File: config.mk
export PLATFORM = sky130hd
export DESIGN_NAME = pc_sequencer
export DESIGN_NICKNAME = d
export VERILOG_FILES = /design/src/rtl/pc_sequencer.sv
export SDC_FILE = /design/constraint.sdc
export NUM_CORES = 1
export LEC_CHECK = 0
export ABC_CLOCK_PERIOD_IN_PS = 4880
export CORE_ASPECT_RATIO = 1.4
export CORE_MARGIN = 8
export CORE_UTILIZATION = 40
export DETAILED_ROUTE_END_ITERATION = 10
export PLACE_DENSITY = 0.83
export SLEW_MARGIN = 20
export SYNTH_ARGS = -nofsm -noshare
export SYNTH_HDL_FRONTEND = slang
export SYNTH_SLANG_ARGS = --single-unit
File: constraint.sdc
create_clock -name clk -period 4.88 [get_ports clk]
set_input_delay 1.22 -clock clk [delete_from_list [all_inputs] [get_ports clk]]
set_output_delay 1.22 -clock clk [all_outputs]
set_load 0.005 [all_outputs]
File: src/rtl/pc_sequencer.sv
// pc_sequencer: picoMIPS program-memory fetch controller.
// Owns the program counter, captures the fetched instruction and sequences
// run / halt / single-step operation with stall, relative branch and jump.
//
//   state | meaning
//   ------+-------------------------------------------------------------
//   HALT  | idle, no fetch; waits for run or a rising edge on step_req
//   RUN   | fetch every non-stalled cycle
//   STEP  | perform exactly one non-stalled fetch, then return to HALT
module pc_sequencer #(
    parameter int Psize = 5,
    parameter int Isize = 16
) (
    input  logic             clk,
    input  logic             n_reset,
    input  logic             run,
    input  logic             halt_req,
    input  logic             step_req,
    input  logic             restart,
    input  logic             stall,
    input  logic             branch_en,
    input  logic [Psize-1:0] branch_off,
    input  logic             jump_en,
    input  logic [Psize-1:0] jump_addr,
    input  logic [Isize-1:0] I_in,
    output logic [Psize-1:0] address,
    output logic [Isize-1:0] instr,
    output logic             instr_valid,
    output logic             halted,
    output logic             wrap
);

    typedef enum logic [1:0] {
        HALT = 2'd0,
        RUN  = 2'd1,
        STEP = 2'd2
    } state_t;

    localparam logic [Psize-1:0] PC_MAX = '1;
    localparam logic [Psize-1:0] PC_ONE = {{(Psize-1){1'b0}}, 1'b1};

    state_t           state;
    state_t           state_next;
    logic             step_prev;
    logic             step_edge;
    logic             fetch;
    logic             take_inc;
    logic [Psize-1:0] next_pc;

    assign step_edge = step_req & ~step_prev;

    // State register, step edge history and registered halted flag.
    always_ff @(posedge clk or negedge n_reset) begin
        if (!n_reset) begin
            state     <= HALT;
            step_prev <= 1'b0;
            halted    <= 1'b1;
        end else begin
            state     <= state_next;
            step_prev <= step_req;
            halted    <= (state_next == HALT);
        end
    end

    // Next-state and fetch decision; restart and halt_req override everything.
    always_comb begin
        state_next = state;
        fetch      = 1'b0;
        if (restart || halt_req) begin
            state_next = HALT;
        end else begin
            case (state)
                HALT: begin
                    if (run)
                        state_next = RUN;
                    else if (step_edge)
                        state_next = STEP;
                end
                RUN: begin
                    fetch = ~stall;
                end
                STEP: begin
                    if (!stall) begin
                        fetch      = 1'b1;
                        state_next = HALT;
                    end
                end
                default: state_next = HALT;
            endcase
        end
    end

    // Next program counter: jump beats branch beats increment; all wrap mod 2^Psize.
    always_comb begin
        next_pc  = address + PC_ONE;
        take_inc = 1'b1;
        if (jump_en) begin
            next_pc  = jump_addr;
            take_inc = 1'b0;
        end else if (branch_en) begin
            next_pc  = address + branch_off;
            take_inc = 1'b0;
        end
    end

    // PC, instruction capture, valid flag and increment-wrap pulse.
    always_ff @(posedge clk or negedge n_reset) begin
        if (!n_reset) begin
            address     <= '0;
            instr       <= '0;
            instr_valid <= 1'b0;
            wrap        <= 1'b0;
        end else if (restart) begin
            address     <= '0;
            instr_valid <= 1'b0;
            wrap        <= 1'b0;
        end else if (fetch) begin
            address     <= next_pc;
            instr       <= I_in;
            instr_valid <= 1'b1;
            wrap        <= take_inc && (address == PC_MAX);
        end else begin
            instr_valid <= 1'b0;
            wrap        <= 1'b0;
        end
    end

endmodule

==> metrics.md <==
| Metric | Value |
|---|---|
| Run status | `finished, final reports clean` |
| Final WS setup | `1990 ps` |
| Sw Pwr | `137 uW` |
| First-pass GRT wire length | `5.04 mm` |
| DRC viols | `0` |
| Hold Path Sink | `instr[3]` |
| Share of the synthesized area in the top cell type | `47.7%` |
| Hold Fails Final Rpt | `0` |
| Area Growth Syn to Fin | `46.3%` |
| Clock Latency Late Sink | `260 ps` |
| Post-synthesis sequential area ratio | `49.6%` |
| Worst-margin pin slew | `428 ps` |
| CP endpoint kind | `flop` |
| Mapped Nets | `182` |
| Number of cells on the critical path | `8` |
| Worst setup path class | `input port to flop` |
| Final setup viols | `0` |
| Final Cycle Share | `59.3%` |
| Worst path cell trace | `clkdlybuf4s50_1 -> nand2b_1 -> ha_1 -> fa_1 -> a21o_1 -> a21oi_1 -> xnor2_1 -> o31ai_1` |
| Worst r2r src | `state[0]` |
| Asr flop ratio synth | `100%` |
| Synth Flop Type | `dfrtp_1` |
| R2R setup slack | `2960 ps` |
| CP max-delay cell | `clkdlybuf4s50_1` |
| Gr usage total | `11.1%` |
| XOR/XNOR share of the synthesized area | `1.92%` |
| Initial antenna violation count | `0` |
| Hold slack | `479 ps` |
| Peak VDD IR | `0.000217 V` |
| Unrepaired setup endpoints after global routing | `false` |
| CTS tree | `done` |
| Main combinational cell family by area after synthesis | `simple AND/OR/NAND/NOR gates` |
| Vias | `1,141` |
| Delay-heaviest family, CP | `adder cells` |
| Congestion Overflow GR | `0` |
| Die area | `0.00556 mm2` |
| RePlAce Congestion | `0.794` |
| Root Buffer | `clkbuf_8` |
| Max frequency | `345 MHz` |
| Critical Path AT | `3070 ps` |
| Clock sink count | `27` |
| Die Y | `85.1 um` |
| Placed Area | `0.00195 mm2` |
| Avg Cell Area, Syn | `9.89 um2` |
| Setup WS pre-CTS | `1660 ps` |
| Slew Viols, Final | `0` |
| Post-synth EDFFs | `0` |
| P_int | `421 uW` |
| PortBufs | `58` |
| FP Rows | `25` |
| Synth cell types | `30` |
| Max_cap viols | `0` |
| Crit path from | `branch_en` |
| Worst EP required | `5050 ps` |
| Post-Synthesis Cells | `138` |
| Routed wire per std cell | `13.4 um` |
| Comb power frac | `28.5%` |
| CTS resizes | `0` |
| Hold-fix buffers, CTS | `0` |
| Num CTS Buffers | `3` |
| Layout cells sized above 1 | `5.10%` |
| Post-synthesis mux area share | `2.20%` |
| Diode count | `0` |
| # Post-CTS Setup Buffers | `0` |
| Synthesis Warnings | `0` |
| Largest net degree at the start of global routing | `28` |
| Synth Cell Area | `0.00137 mm2` |
| Tot Pwr | `558 uW` |
| Pwr/cell area | `279 mW/mm2` |
| Seq cells post-synth | `27` |
| Synth Area in Adders | `8.80%` |
| Simple-Gate Fraction of Synth Area | `24.2%` |
| Most frequent cells in the layout | `clkdlybuf4s50_1, nand2_1, dfrtp_1` |
| Setup crit start kind | `input port` |
| DRT antenna net count | `0` |
| Worst path max stage delay | `540 ps` |
| Post-Layout Cell Count | `236` |
| Vias in the first global route | `1,145` |
| Hold Path Depth | `2` |
| Compound-gate portion of the synthesized area | `7.97%` |
| Routed WL | `3.16 mm` |
| Critical path peak fanout | `6` |
| H-tree lvl count | `1` |
| FF-to-FF End | `address[4]` |
| Clk buf depth | `2` |
| Sequential share of power | `49.8%` |
| Worst min path class | `flop to flop` |
| First drt pass iteration count | `4` |
| Final Util | `60.2%` |
| Fin Setup TNS | `0 ps` |
| Initial core utilization | `41.2%` |
| Skew final | `6.09 ps` |
| Most common cell after layout, fill and taps aside | `clkdlybuf4s50_1` |
| Net switching fraction of the power | `24.6%` |
| Design area | `0.00200 mm2` |
| Rel. slew slack | `71.4%` |
| Fillers | `293` |
| Final nets | `241` |
| Post-route minimum period | `2890 ps` |
| Clk network pwr share | `21.7%` |
| Core area | `0.00332 mm2` |
| Clk pin slew, worst setup/hold paths | `80 ps` |
| R2R depth | `6` |
| Lkg Pwr | `0.955 nW` |
| DP Wirelength | `2.56 mm` |
| Dpl cells | `232` |
| DR vias/cell | `4.83` |
| First DRT Iteration DRCs | `35` |
| WP buf/inv | `1` |
| Hold Path Origin | `instr[3]` |
| Total I/O pin count | `59` |
| Post-synth top area cell | `dfrtp_1` |
| Die Wd | `65.4 um` |
| Largest cells by area after synthesis | `dfrtp_1, nand2_1, ha_1` |
## power by group through the flow
stage	sequential (mW)	clock, mW	combinational (mW)
global placement	0.281	0	0.160
global route	0.283	0.133	0.174
detailed placement	0.282	0	0.163
floorplan	0.286	0	0.0436
CTS	0.278	0.126	0.164
finish	0.278	0.121	0.159
## how the worst max path moves through the flow
stage / to
floorplan: address[4]
global placement: address[4]
detailed placement: address[4]
CTS: address[4]
global route: address[4]
finish: address[4]
## cell families after synthesis
logic type,after synthesis
flops,27
buf+inv,9
mux,3
compound gates,17
fa+ha+maj,9
simple gates,70
xor+xnor,3
## layer usage
layer  GRT usage (%)  share of wire, %  up-vias
li1                -                 -      568
met1            11.4                39      541
met2            20.9                54       30
met3            2.90               7.2        2
met4            2.79              0.44        0
met5               0                 0        -
## layout make-up
class | count | area, um2 | area share [%]
timing repair buffer | 59 | 588 | 29.4
clock buffer | 3 | 41.3 | 2.07
clock inverter | 1 | 5.00 | 0.251
sequential | 27 | 677 | 33.9
inverter | 4 | 20.0 | 1.00
tap | 40 | 50.0 | 2.51
multi-input combinational | 102 | 616 | 30.8
## registers in the layout, indices dropped and copies added, names as in the netlist
name	flops
instr	16
wrap	1
state	2
address	5
instr_valid	1
halted	1
step_prev	1
## worst reg2reg max path: stages, from the launching register on
cell and delay, ps:
dfrtp_1 410, inv_1 80, ha_1 280, or4b_4 640, clkinv_4 200, a32oi_1 120
o31ai_1 90
## synthesized netlist by cell type (3+ instances only)
cell / n
dfrtp_1: 26
ha_1: 8
buf_6: 3
inv_1: 3
nand2_1: 51
and2_1: 5
o21ai_1: 3
a21oi_1: 5
a21o_1: 4
nand3b_1: 3
mux2i_1: 3
(Power assumes the default switching activity.)
